File: src/rtl/half_sequencer.sv
// half_sequencer: splits each 2*NBITS-bit input word into two output beats for the
// downstream half-select mux. Each word is taken with one valid/ready handshake. Both
// halves are registered onto msb_out/lsb_out. dec then selects which half the mux emits
// on each beat. The default beat order is lsb first, then msb; MSB_FIRST=1 reverses it.
//
// Ports:
//   clk       clock, all state updates on the rising edge
//   reset_n   synchronous reset, active low
//   in_data   input word; [2N-1:N] goes to msb_out, [N-1:0] goes to lsb_out
//   in_valid  in_data is valid
//   in_ready  a word can be accepted this cycle (combinational)
//   msb_out   registered high half
//   lsb_out   registered low half
//   dec       registered half select for the mux (1 selects msb)
//   out_valid the current beat is valid
//   out_ready downstream consumes the current beat
//   last      the current beat is the second half of the word
module half_sequencer #(
  parameter int unsigned NBITS     = 7,
  parameter bit          MSB_FIRST = 1'b0
) (
  input  logic               clk,
  input  logic               reset_n,
  input  logic [2*NBITS-1:0] in_data,
  input  logic               in_valid,
  output logic               in_ready,
  output logic [NBITS-1:0]   msb_out,
  output logic [NBITS-1:0]   lsb_out,
  output logic               dec,
  output logic               out_valid,
  input  logic               out_ready,
  output logic               last
);

  typedef enum logic [1:0] {
    StIdle   = 2'b00,
    StFirst  = 2'b01,
    StSecond = 2'b10
  } state_e;

  state_e           state_q;
  logic [NBITS-1:0] msb_q;
  logic [NBITS-1:0] lsb_q;
  logic             dec_q;
  logic             out_valid_q;
  logic             last_q;
  logic             accept;

  // A new word can load while the second beat of the previous word is consumed.
  // This is what allows back-to-back words with no bubble.
  always_comb begin
    in_ready = 1'b0;
    if (reset_n) begin
      unique case (state_q)
        StIdle:   in_ready = 1'b1;
        StSecond: in_ready = out_ready;
        default:  in_ready = 1'b0;
      endcase
    end
  end

  assign accept = in_valid & in_ready;

  always_ff @(posedge clk) begin
    if (!reset_n) begin
      state_q     <= StIdle;
      msb_q       <= '0;
      lsb_q       <= '0;
      dec_q       <= MSB_FIRST;
      out_valid_q <= 1'b0;
      last_q      <= 1'b0;
    end else if (accept) begin
      // Covers both accept from IDLE and the no-gap reload in SECOND.
      msb_q       <= in_data[2*NBITS-1:NBITS];
      lsb_q       <= in_data[NBITS-1:0];
      dec_q       <= MSB_FIRST;
      last_q      <= 1'b0;
      out_valid_q <= 1'b1;
      state_q     <= StFirst;
    end else begin
      case (state_q)
        StIdle: ;
        StFirst: begin
          if (out_ready) begin
            dec_q   <= ~dec_q;
            last_q  <= 1'b1;
            state_q <= StSecond;
          end
        end
        StSecond: begin
          // With out_ready high, accept could only be low here because in_valid was low.
          if (out_ready) begin
            out_valid_q <= 1'b0;
            last_q      <= 1'b0;
            dec_q       <= MSB_FIRST;
            state_q     <= StIdle;
          end
        end
        default: begin
          out_valid_q <= 1'b0;
          last_q      <= 1'b0;
          dec_q       <= MSB_FIRST;
          state_q     <= StIdle;
        end
      endcase
    end
  end

  assign msb_out   = msb_q;
  assign lsb_out   = lsb_q;
  assign dec       = dec_q;
  assign out_valid = out_valid_q;
  assign last      = last_q;

endmodule

File: config.mk
export PLATFORM = sky130hd
export DESIGN_NAME = half_sequencer
export DESIGN_NICKNAME = d
export VERILOG_FILES = /design/src/rtl/half_sequencer.sv
export SDC_FILE = /design/constraint.sdc
export NUM_CORES = 1
export LEC_CHECK = 0
export ABC_AREA = 1
export CORE_MARGIN = 1
export CORE_UTILIZATION = 42
export CTS_CLUSTER_DIAMETER = 150
export DETAILED_ROUTE_END_ITERATION = 10
export GPL_ROUTABILITY_DRIVEN = 0
export PLACE_DENSITY = 0.88
export RECOVER_POWER = 100
export SYNTH_ARGS = -nofsm -noshare
export SYNTH_HDL_FRONTEND = slang
export SYNTH_SLANG_ARGS = --single-unit
File: constraint.sdc
create_clock -name clk -period 1.4 [get_ports clk]
set_input_delay 0.14 -clock clk [delete_from_list [all_inputs] [get_ports clk]]
set_output_delay 0.14 -clock clk [all_outputs]
set_load 0.005 [all_outputs]
==> flow_metrics.tcl <==
set metrics [dict create \
    totalNegativeSetupSlack_ns 0 \
    crit_path_cell_trace "dlygate4sd3_1" \
    number_of_antenna_violations_at_the_first_check_in_global_routing 0 \
    dpl.cell_count 209 \
    max_h_tree_level 1 \
    grt_max_degree 19 \
    static-leakage-power_nw 0.696 \
    grt_use_total_pct 16.6 \
    ys_async_rst_share_pct 0 \
    hold_crit_class "flip-flop to flip-flop" \
    vdd.ir_drop.worst_uv 518 \
    finalHoldViolations 0 \
    power-per-cell-area_nw_per_um2 806 \
    synth_most_common_cell "sky130_fd_sc_hd__inv_1" \
    numClockSinks 18 \
    unrepaired_setup_endpoints_after_global_routing "no" \
    run_status "complete, no violations" \
    crit_type "flip-flop to output pin" \
    required_ns 1.26 \
    stdcell_area_um2 1350 \
    max-clock-path-buffers 2 \
    synth_seq_cells 18 \
    drc_errors 0 \
    synthesis.nets 164 \
    clk_root_buffer_cell "sky130_fd_sc_hd__clkbuf_4" \
    yosysTopAreaCellShare_pct 39.0 \
    grt_first_pass_wirelength_mm 3.09 \
    insertedDiodeCount 0 \
    tritoncts_buffer_count 3 \
    floorplan.io_pins 36 \
    worst_clock_skew_ns 0.00555 \
    synth-edff-count 0 \
    die_h_um 48.9 \
    final-max-slew-violation-count 0 \
    via_per_inst 4.42 \
    buffer_ports.inserted 35 \
    dpl.hpwl_mm 1.41 \
    synthTopCellsByCount "45 x sky130_fd_sc_hd__inv_1, 34 x sky130_fd_sc_hd__nand2_1, 18 x sky130_fd_sc_hd__dfxtp_1, 17 x sky130_fd_sc_hd__nor2_1, 14 x sky130_fd_sc_hd__nand4_1" \
    post-route-period-util_pct 93.7 \
    die_width_um 48.9 \
    area_growth_syn_to_layout_pct 45.8 \
    yosys.cell_types.count 17 \
    critical_path.startpoint_type "flip-flop" \
    wl_per_cell_um 9.13 \
    finalNetCount 205 \
    critPathMaxFanout 2 \
    clk_transition_reported_paths_ns 0.10 \
    slew-limit-headroom_pct 81.2 \
    netlist_instances 146 \
    synth.area.top_cells "sky130_fd_sc_hd__dfxtp_1 39%, sky130_fd_sc_hd__inv_1 18%, sky130_fd_sc_hd__nand2_1 14%, sky130_fd_sc_hd__nand4_1 9.5%, sky130_fd_sc_hd__nor2_1 6.9%" \
    floorplan.rows 16 \
    critical_path.top_delay_family "buffers and inverters" \
    maxClockFrequency_mhz 762 \
    initial_utilization_pct 45.7 \
    detail-route-antenna-nets 0 \
    drive_gt1_share_pct 8.11 \
    core_area_um2 2020 \
    clk_latency_ns 0.28 \
    synth_warnings 0 \
    setup_violations 0 \
    drt-pass1-iter-count 4 \
    placed_area_um2 1320 \
    netlist.top_cell.by_area "sky130_fd_sc_hd__dfxtp_1" \
    gr_ovfl_total 0 \
    tightestPinTransition_ns 0.281 \
    layout_min_cycle_time_ns 1.31 \
    wl_final_mm 1.94 \
    synth_area_per_cell_um2 6.32 \
    clock_tree_from_tritoncts "done" \
    ys_seq_area_share_pct 39.0 \
    timing.critical_path.slowest_stage_cell "sky130_fd_sc_hd__dlygate4sd3_1" \
    drt_iter0_markers 31 \
    worst-path-buf-inv 1 \
    max_cap_viol_count 0 \
    ys_dominant_reg_cell "sky130_fd_sc_hd__dfxtp_1" \
    arrival_ns 1.17 \
    num_vias 936 \
    fin_cells 212 \
    floorplan.die_area_um2 2390 \
    cts_hold_repair.buffers 0 \
    critical_path.max_stage_delay_ns 0.56 \
    grt_pass1_vias 772 \
    combined_area_of_all_synthesized_cells_um2 923 \
    critical_path.endpoint_type "output pin" \
]
-- power breakdown --
group | switching [mW] | internal, mW
Sequential | 0.0198 | 0.547
Combinational | 0.117 | 0.154
Clock | 0.147 | 0.0997
-- worst paths after layout --
| path | startpoint | to | slack (ns) | cells past startpoint |
|---|---|---|---|---|
| hold / removal | out_valid$_SDFFE_PN0P_ | out_valid$_SDFFE_PN0P_ | 0.49 | 2 |
| hold reg to reg | out_valid$_SDFFE_PN0P_ | out_valid$_SDFFE_PN0P_ | 0.49 | 2 |
| setup reg to reg | last$_SDFFE_PP0P_ | lsb_out[3]$_SDFFE_PN0P_ | 0.23 | 6 |
| setup / recovery | msb_out[2]$_SDFFE_PN0P_ | msb_out[2] | 0.09 | 1 |
-- per-stage QoR --
step,power [mW],hold slack [ns],utilization (%),setup WS (ns)
after floorplan,0.705,0.295,-,0.380
after detailed placement,0.852,0.474,65.5,-0.0995
after CTS,1.10,0.488,66.5,0.0232
after global routing,1.16,0.520,66.6,0.0418
after global placement,0.845,0.453,65.5,-0.0830
final,1.08,0.485,66.6,0.0875
-- cells by family after synthesis --
family	after synthesis	share of synthesized area (%)
AO/OA/AOI/OAI	5	2.71
buffers and inverters	52	22.6
AND/OR/NAND/NOR	71	35.6
flip-flops	18	39.0
-- area by class of cell --
cell class,count,area (µm²)
inverters,46,173
repair buffers,42,402
fillers,176,676
clock buffers,3,22.5
well taps,27,33.8
flip-flops and latches,18,362
multi-input cells,76,354
-- state kept, by name (all words and copies together), names as in the netlist --
signal	count
lsb_out	7
msb_out	7
dec	1
last	1
out_valid	1
state_q	1
-- placed cells by master (no fill, tap or decap) --
cell                               n
sky130_fd_sc_hd__nor2_1           17
sky130_fd_sc_hd__nand4_1          14
sky130_fd_sc_hd__nor2_4            1
sky130_fd_sc_hd__nand3_4           1
sky130_fd_sc_hd__nand2_1          34
sky130_fd_sc_hd__inv_1            45
sky130_fd_sc_hd__clkdlybuf4s50_1  33
sky130_fd_sc_hd__a21oi_1           4
sky130_fd_sc_hd__clkbuf_4          3
sky130_fd_sc_hd__dfxtp_2           1
sky130_fd_sc_hd__o21ai_0           1
sky130_fd_sc_hd__nand2_2           1
sky130_fd_sc_hd__dlygate4sd2_1     1
sky130_fd_sc_hd__buf_4             7
sky130_fd_sc_hd__nand3_1           3
sky130_fd_sc_hd__dlygate4sd3_1     1
sky130_fd_sc_hd__dfxtp_1          17
sky130_fd_sc_hd__inv_2             1
-- tightest hold or removal path, delay by kind of cell, from the launching register on --
| kind | cells | cell delay, ns |
|---|---|---|
| flops | 1 | 0.33 |
| compound gates | 1 | 0.05 |
| simple gates | 1 | 0.07 |
-- timing repair --
item                                   in CTS  in global routing
setup endpoints to repair                   1                  1
gates resized for setup                     1                  1
endpoints found under the hold margin       0                  0
buffers inserted                            0                  0
-- per-layer routing --
| metal | global-route usage, % | wire, µm | vias to the layer above |
|---|---|---|---|
| li1 | - | - | 503 |
| met1 | 18.3 | 857 | 405 |
| met2 | 30.1 | 979 | 26 |
| met3 | 2.80 | 76 | 2 |
| met4 | 8.82 | 22 | 0 |
| met5 | 0 | 0 | - |
Note: power is estimated with default switching activity, not from simulation.
